**config.mk**
```make
export PLATFORM = sky130hd
export DESIGN_NAME = tile_renderer
export DESIGN_NICKNAME = d
export VERILOG_FILES = /design/src/rtl/tile_renderer_pkg.sv /design/src/rtl/tile_renderer_map_ram.sv /design/src/rtl/tile_renderer.sv
export SDC_FILE = /design/constraint.sdc
export NUM_CORES = 2
export LEC_CHECK = 0
export ABC_CLOCK_PERIOD_IN_PS = 6350
export CAP_MARGIN = 20
export CORE_AREA = 2 2 636 638
export CTS_BUF_LIST = sky130_fd_sc_hd__clkbuf_2
export DETAILED_ROUTE_END_ITERATION = 10
export DIE_AREA = 0 0 638 640
export PLACE_DENSITY = 0.57
export SYNTH_ARGS = -nofsm -noshare
export SYNTH_HDL_FRONTEND = slang
export SYNTH_MEMORY_MAX_BITS = 65536
export SYNTH_SLANG_ARGS = --single-unit
```
**constraint.sdc**
```tcl
create_clock -name clk_pix -period 6.35 [get_ports clk_pix]
set_input_delay 1.27 -clock clk_pix [delete_from_list [all_inputs] [get_ports clk_pix]]
set_output_delay 1.27 -clock clk_pix [all_outputs]
set_load 0.01 [all_outputs]
```
**src/rtl/tile_renderer_pkg.sv**
```systemverilog
// Shared constants for the tile renderer: host write-region decode, control
// register selects and the palette commit FSM states.
package tile_renderer_pkg;

    localparam logic       REGION_MAP  = 1'b0;
    localparam logic [1:0] REGION_PAL  = 2'b10;
    localparam logic [1:0] REGION_CTRL = 2'b11;

    localparam logic [1:0] SEL_COMMIT   = 2'd0;
    localparam logic [1:0] SEL_SCROLL_X = 2'd1;
    localparam logic [1:0] SEL_SCROLL_Y = 2'd2;

    typedef enum logic [1:0] {
        IDLE,
        PENDING,
        COPY
    } pal_state_t;

endpackage

```
**src/rtl/tile_renderer_map_ram.sv**
```systemverilog
// Simple dual-port tile-map RAM: one write port, one registered read port.
// A read of the cell being written in the same cycle returns the old contents.
module tile_map_ram
    import tile_renderer_pkg::*;
#(
    parameter int ADDR_W = 10,
    parameter int DATA_W = 4
) (
    input  logic              clk,
    input  logic              we,
    input  logic [ADDR_W-1:0] waddr,
    input  logic [DATA_W-1:0] wdata,
    input  logic [ADDR_W-1:0] raddr,
    output logic [DATA_W-1:0] rdata
);

    logic [DATA_W-1:0] mem [2**ADDR_W];

    always_ff @(posedge clk) begin
        if (we) begin
            mem[waddr] <= wdata;
        end
        rdata <= mem[raddr];
    end

endmodule

```
**src/rtl/tile_renderer.sv**
```systemverilog
// Tile-map pixel renderer with a double-buffered palette committed in vblank.
// Define TILE_RENDERER_SCROLL_EN to add writable scroll_x/scroll_y registers.
module tile_renderer
    import tile_renderer_pkg::*;
#(
    parameter int CORDW      = 10,
    parameter int TILE_SHIFT = 5,
    parameter int MAP_W_BITS = 5,
    parameter int MAP_H_BITS = 5,
    parameter int IDX_W      = 4,
    parameter int COLOR_W    = 12,
    parameter int V_RES      = 480
) (
    input  logic                 clk_pix,
    input  logic                 rst,
    input  logic [CORDW-1:0]     sx,
    input  logic [CORDW-1:0]     sy,
    input  logic                 de,
    input  logic                 hsync_in,
    input  logic                 vsync_in,
    input  logic                 wr_en,
    input  logic [15:0]          wr_addr,
    input  logic [15:0]          wr_data,
    output logic                 vga_hsync,
    output logic                 vga_vsync,
    output logic [COLOR_W/3-1:0] vga_r,
    output logic [COLOR_W/3-1:0] vga_g,
    output logic [COLOR_W/3-1:0] vga_b,
    output logic                 pal_busy
);

    localparam int CW     = COLOR_W / 3;
    localparam int MAP_AW = MAP_W_BITS + MAP_H_BITS;
    localparam int PAL_N  = 2 ** IDX_W;
    localparam logic [CORDW-1:0] FRAME_LINE = CORDW'(V_RES);

    logic             map_we;
    logic             pal_we;
    logic             ctrl_we;
    logic             commit;
    logic [CORDW-1:0] px;
    logic [CORDW-1:0] py;
    logic [MAP_AW-1:0] map_raddr;
    logic [IDX_W-1:0]  map_idx;
    logic              de_q;
    logic              hsync_q;
    logic              vsync_q;
    logic [COLOR_W-1:0] pix;

    pal_state_t         state;
    logic [IDX_W-1:0]   copy_idx;
    logic [COLOR_W-1:0] shadow_pal [PAL_N];
    logic [COLOR_W-1:0] active_pal [PAL_N];

    // Palette writes are refused while a commit is pending or copying so the
    // shadow copy being committed cannot change underneath the FSM.
    assign map_we  = wr_en && (wr_addr[15] == REGION_MAP);
    assign pal_we  = wr_en && (wr_addr[15:14] == REGION_PAL) && !pal_busy;
    assign ctrl_we = wr_en && (wr_addr[15:14] == REGION_CTRL);
    assign commit  = ctrl_we && (wr_addr[1:0] == SEL_COMMIT);

`ifdef TILE_RENDERER_SCROLL_EN
    logic [CORDW-1:0] scroll_x;
    logic [CORDW-1:0] scroll_y;

    always_ff @(posedge clk_pix) begin
        if (rst) begin
            scroll_x <= '0;
            scroll_y <= '0;
        end else if (ctrl_we) begin
            if (wr_addr[1:0] == SEL_SCROLL_X) begin
                scroll_x <= wr_data[CORDW-1:0];
            end
            if (wr_addr[1:0] == SEL_SCROLL_Y) begin
                scroll_y <= wr_data[CORDW-1:0];
            end
        end
    end

    assign px = sx + scroll_x;
    assign py = sy + scroll_y;
`else
    assign px = sx;
    assign py = sy;
`endif

    // Slicing the tile fields gives the modulo-map-size wrap for free.
    assign map_raddr = {px[TILE_SHIFT +: MAP_W_BITS], py[TILE_SHIFT +: MAP_H_BITS]};

    tile_map_ram #(
        .ADDR_W (MAP_AW),
        .DATA_W (IDX_W)
    ) u_map (
        .clk   (clk_pix),
        .we    (map_we),
        .waddr (wr_addr[MAP_AW-1:0]),
        .wdata (wr_data[IDX_W-1:0]),
        .raddr (map_raddr),
        .rdata (map_idx)
    );

    always_ff @(posedge clk_pix) begin
        if (rst) begin
            de_q    <= 1'b0;
            hsync_q <= 1'b0;
            vsync_q <= 1'b0;
        end else begin
            de_q    <= de;
            hsync_q <= hsync_in;
            vsync_q <= vsync_in;
        end
    end

    // Commit waits for the first blanking line, then copies one entry per
    // cycle so the whole palette lands well before the next visible pixel.
    always_ff @(posedge clk_pix) begin
        if (rst) begin
            state    <= IDLE;
            pal_busy <= 1'b0;
            copy_idx <= '0;
            for (int i = 0; i < PAL_N; i++) begin
                shadow_pal[i] <= '0;
                active_pal[i] <= '0;
            end
        end else begin
            if (pal_we) begin
                shadow_pal[wr_addr[IDX_W-1:0]] <= wr_data[COLOR_W-1:0];
            end
            case (state)
                IDLE: begin
                    if (commit) begin
                        state    <= PENDING;
                        pal_busy <= 1'b1;
                    end
                end
                PENDING: begin
                    if (sy == FRAME_LINE && sx == '0) begin
                        state    <= COPY;
                        copy_idx <= '0;
                    end
                end
                COPY: begin
                    active_pal[copy_idx] <= shadow_pal[copy_idx];
                    copy_idx             <= copy_idx + 1'b1;
                    if (copy_idx == '1) begin
                        state    <= IDLE;
                        pal_busy <= 1'b0;
                    end
                end
                default: begin
                    state    <= IDLE;
                    pal_busy <= 1'b0;
                end
            endcase
        end
    end

    always_comb begin
        pix = '0;
        if (de_q) begin
            pix = active_pal[map_idx];
        end
    end

    always_ff @(posedge clk_pix) begin
        if (rst) begin
            vga_hsync <= 1'b0;
            vga_vsync <= 1'b0;
            vga_r     <= '0;
            vga_g     <= '0;
            vga_b     <= '0;
        end else begin
            vga_hsync <= hsync_q;
            vga_vsync <= vsync_q;
            vga_r     <= pix[3*CW-1:2*CW];
            vga_g     <= pix[2*CW-1:CW];
            vga_b     <= pix[CW-1:0];
        end
    end

    // Address/data bits outside the decoded fields are intentionally ignored.
    logic unused_ok;
    assign unused_ok = ^{wr_addr, wr_data, px, py};

endmodule

```
**Yosys cells after proc, flatten, opt, wreduce, memory -nomap -nowiden**

Memories as Yosys holds them, arrays and structs flattened. A register that Yosys moved wholly into a read port is not among the register bits.
Index checks and enable logic that the tools add are counted.

- Eq/ne operators: 9
- Shift operators: 0
- Bitwise operators: 3
- Div/mod/pow operators: 0
- $add $sub $neg: 1
- $lt $le $gt $ge: 0
- Mux-type cells: 27
- Multipliers: 0
- Reduce and logical (&&, ||, !) cells: 17

Operator list:

| kind | count |
|---|---|
| two-way mux 12 bit | 2 |
| OR reduction 12 bit | 2 |
| two-way mux 4 bit | 5 |
| two-way mux 1 bit | 14 |
| equality test 10 x 9 -> 1 bit (second input constant) | 1 |
| zero test 10 bit | 1 |
| case mux 4 bit (2 select lines) | 1 |
| equality test 2 bit (second input constant) | 3 |
| logical AND 1 bit | 6 |
| two-way mux 2 bit | 3 |
| != test 2 bit (second input constant) | 3 |
| case mux 2 bit (3 select lines) | 1 |
| AND reduction 3 bit | 2 |
| adder 4 x 1 -> 4 bit (second input constant) | 1 |
| equality test 4 bit (second input constant) | 1 |
| zero test 2 bit | 2 |
| inverter 1 bit | 3 |
| case mux 1 bit (3 select lines) | 1 |
| equality test 2 x 1 -> 1 bit (second input constant) | 1 |
| AND reduction 2 bit | 1 |
| nonzero test 2 bit | 1 |
| OR reduction 2 bit | 1 |
| zero test 1 bit | 1 |

- Output and inout bits: 15
- Memories kept: 3
- Register bits after elaboration: 12
- Memory bits (writable): 4480
- Input port bits: 58
- Logic and storage cells: 68
- Memory bits (read-only): 0
- Bits in latches: 0

Memories:

| memory | words | width | read ports | clocked after Yosys merged registers in | wr ports | RTL line | text |
|---|---|---|---|---|---|---|---|
| u_map.mem | 1024 | 4 | 1 | 1 | 1 | tile_renderer_map_ram.sv:17 | `logic [DATA_W-1:0] mem [2**ADDR_W];` |
| active_pal | 16 | 12 | 1 | 1 | 16 | tile_renderer.sv:53 | `logic [COLOR_W-1:0] active_pal [PAL_N];` |
| shadow_pal | 16 | 12 | 1 | 1 | 16 | tile_renderer.sv:52 | `logic [COLOR_W-1:0] shadow_pal [PAL_N];` |

**Logic depth before layout (Yosys ltp)**

- Depth after elaboration: 8
- Mapped depth: 15
- Gate-level depth less buffers: 8

**By module**

A second synthesis with hierarchy kept.

- Cells, all modules: 9646
- Area, all modules: 180924.8 um2

By module, submodules not included:

| module | seq. area each (um2) | instances | cells each | area an instance (um2) |
|---|---|---|---|---|
| tile_map_ram | 123078.0 | 1 | 8290 | 162098.0 |
| tile_renderer | 12091.6 | 1 | 1356 | 18826.8 |

**Worst setup path after synthesis**

Ideal clock, no wire load.

- Path type: input-to-reg
- From: input sy[6]
- To: register u_map.rdata[1], read port of u_map.mem
- Setup slack: 2.598 ns
- Data required time: 6.225 ns
- Library setup time: 0.125 ns
- Buffers on the path: 5
- Arrival: 3.626 ns
- Cell stages on the path: 12
- Cells stage by stage: buf_4 buf_2 buf_2 buf_2 buf_1 mux4_2 a21oi_1 o21ai_0 a222oi_1 nand2_1 a311oi_1 nand3_1

RTL lines:

| element | RTL line | text |
|---|---|---|
| from (decl) | tile_renderer.sv:17 | `input logic [CORDW-1:0] sy,` |
| to (decl) | tile_renderer_map_ram.sv:14 | `output logic [DATA_W-1:0] rdata` |

**Final worst setup path**

- From: register pal_busy
- To: output pal_busy

RTL lines:

| element | RTL line | text |
|---|---|---|
| from (decl) | tile_renderer.sv:29 | `output logic pal_busy` |
| from (signal assigned) | tile_renderer.sv:119 | `pal_busy <= 1'b0;` |
| from (signal assigned) | tile_renderer.sv:133 | `pal_busy <= 1'b1;` |
| from (signal assigned) | tile_renderer.sv:147 | `pal_busy <= 1'b0;` |

No word-level cell between the ends.

==> results.cfg <==
[worst_setup_path]
critical_path.startpoint = pal_busy$_SDFFE_PP0P_
crit_type = flip-flop to output port
endpoint_kind = output port
cp_max_fo = 4
cp.buffers_inverters = 1
arrival_ns = 3.29
crit_family = buffers and inverters
worstPathCellList = clkdlybuf4s50_1
start_kind = flip-flop
rr_startpoint = u_map.mem[941][3]$_DFFE_PP_
slowest_delay_ns = 0.58
cp.required_ns = 5.08
critPathSlowestCell = clkdlybuf4s50_1

[clocking]
clockRootBuffer = clkbuf_2
h-tree-depth = 7
cts_resized = 0
clockBufferDepth = 5
clkSlewWorstSetupHoldPaths_ns = 0.10
cts_tree = built
clk_latency_ns = 2.34
numCtsBuffers = 1208
clock_sinks = 4512

[timing]
clock_skew_ns = 0.232
maxSlewHeadroom_pct = 14.4
setup_viol = 0
holdWs_ns = 0.304
fin_setup_tns_ns = 0
fin_ws_ns = 1.79
tightest_slew_ns = 1.28
grt_setup_unrepaired = no
fin_crit_ns = 4.56
drv_slew = 0
fin_crit_sh_pct = 71.9
max_freq_mhz = 219
hold_viol = 0

[power_and_ir_drop]
p_per_area_mw_per_mm2 = 280
max-vdd-ir-drop_mv = 0.196
totalPowerFinal_mw = 55.8
leakagePower_nw = 64.5

[drt]
vias = 101663
drt-initial-drc-count = 14847
drc = 0
antenna_left = 0
post_drt_wl_per_cell_um = 34.1
wirelength_um = 566000
viasPerCell = 6.12
drtPass1Iterations = 8

[die]
die-area_mm2 = 0.408
rows = 233
core_mm2 = 0.401
start_util_pct = 44.8
io_pins = 73
die_height_um = 640
fp.dieW_um = 638

[place]
dp_hpwl_um = 342000
gp_congestion = 0.877
numPortBuffers = 64
pre_cts_slack_ns = 0.660

[logic_synthesis]
ys_seq_area_share_pct = 75.2
yosysWarnings = 0
yosys.area.top_type_share_pct = 74.8
synth_area_leaders = edfxtp_1 (75%), mux4_2 (13%), nor2_1 (2.8%)
syn-cell-area_mm2 = 0.180
netlist_instances = 9447
synthFlopType = edfxtp_1
yosysTopAreaCell = edfxtp_1
synth_nets = 9509
synth_edf_count = 4480
syn_avg_cell_area_um2 = 19.0
synth_cell_type_count = 75
ys_async_sr_fraction_pct = 0
synth_seq_cells = 4512

[global_route]
track_usage_pct = 27.7
grt_first_pass_wirelength_um = 782000
grt_pass1_vias = 102667
antenna_found_initial = 46
overflow = 0
grt_max_degree = 228

[cells_and_area]
mostFrequentLayoutCell = edfxtp_1
register_area_mm2 = 0.135
fin_nets = 10594
multi_input_area_mm2 = 0.0415
mostFrequentLayoutCells = edfxtp_1 (4480), clkbuf_2 (1653), nor2_1 (1334)
area_delta_synth_final_pct = 10.7
layout-drive-gt1-share_pct = 29.8
nFillCells = 33209

[min_path]
hp-class = primary input to flip-flop
min_from = sy[7]

[flow_run]
cap_violations = 0

[outcome]
status = finished clean
-- per-stage QoR --
stage	utilization, %	area, um2	instances
2_1_floorplan	-	180000	9447
4_1_cts	49.6	199000	16574
3_3_place_gp	47.0	189000	14559
5_1_grt	49.6	199000	16595
3_5_place_dp	47.0	189000	14563
6_report	49.6	199000	16614
-- repair_timing --
action / in CTS / in global routing
buffers inserted: 0 / 0
hold buffers: 44 / 0
endpoints found under the hold margin: 4533 / 0
-- Yosys cell counts, types with 5 or more instances --
cell type  count
o32ai_1        6
nor2b_1       44
nand4_1       19
a21oi_1      139
inv_1          7
buf_6         58
a21o_1         5
clkbuf_1     405
buf_2         78
buf_1         70
a22oi_1      121
o22ai_1       45
a2111oi_0     20
clkbuf_4       6
o21ai_1       12
nor4_1        12
nor3_1        44
or2_2         20
a32oi_1        7
o221ai_1      36
nand2b_1      31
a311oi_1       8
mux4_1        15
a221oi_1      85
a31oi_1       34
and3_1         6
dfxtp_1       32
buf_4         68
nand3_1       73
edfxtp_1    4480
nand2_1      258
mux2i_1      371
o2111ai_1     10
or3_1          6
mux2_2        32
and2_1       204
a22o_1        15
mux4_2      1007
o211ai_1      22
nor2_1      1342
a211oi_1      29
o21ai_0       93
-- per-layer routing --
metal | vias up | global-route usage (%) | part of all wire (%)
li1 | 40856 | - | -
met1 | 53393 | 37.8 | 39
met2 | 6533 | 42.8 | 47
met3 | 879 | 6.98 | 11
met4 | 2 | 11.4 | 3.5
met5 | - | 0 | 0.0023
-- path summary, 6_finish.rpt --
path,endpoint,slack (ns),cells after the start
setup / recovery,pal_busy,1.79,1
hold / removal,u_map.rdata[0]$_DFF_P_,0.30,6
setup reg to reg,u_map.rdata[3]$_DFF_P_,2.11,8
hold reg to reg,vga_hsync$_SDFF_PP0_,0.46,1
-- registers in the layout, summed over array words and instances (netlist names), 4 cells and up, named ones only --
register     count
active_pal     192
copy_idx         4
vga_r            4
shadow_pal     192
vga_b            4
u_map.rdata      4
u_map.mem     4096
vga_g            4
-- cell type report --
cell class	count	area share, %
Tap cell	5287	3.32
Timing Repair Buffer	568	2.89
Antenna cell	38	0.0478
Clock inverter	314	0.818
Clock buffer	1653	4.15
Multi-Input combinational cell	4230	20.8
Inverter	12	0.0314
Sequential cell	4512	67.9
-- cells by family after synthesis --
kind of cell | after synthesis | synth area share [%]
simple gates | 2073 | 4.92
flops | 4512 | 75.2
mux | 1425 | 15.1
compound gates | 728 | 2.82
buf+inv | 705 | 1.98
fa+ha+maj | 4 | 0.0278
-- where the power goes --
| group | switching, mW | total [mW] | internal (mW) |
|---|---|---|---|
| combinational | 2.42 | 3.66 | 1.24 |
| sequential | 0.0511 | 32.9 | 32.8 |
| clock | 11.8 | 19.3 | 7.53 |
No activity file was read; power rests on OpenSTA's default activity.
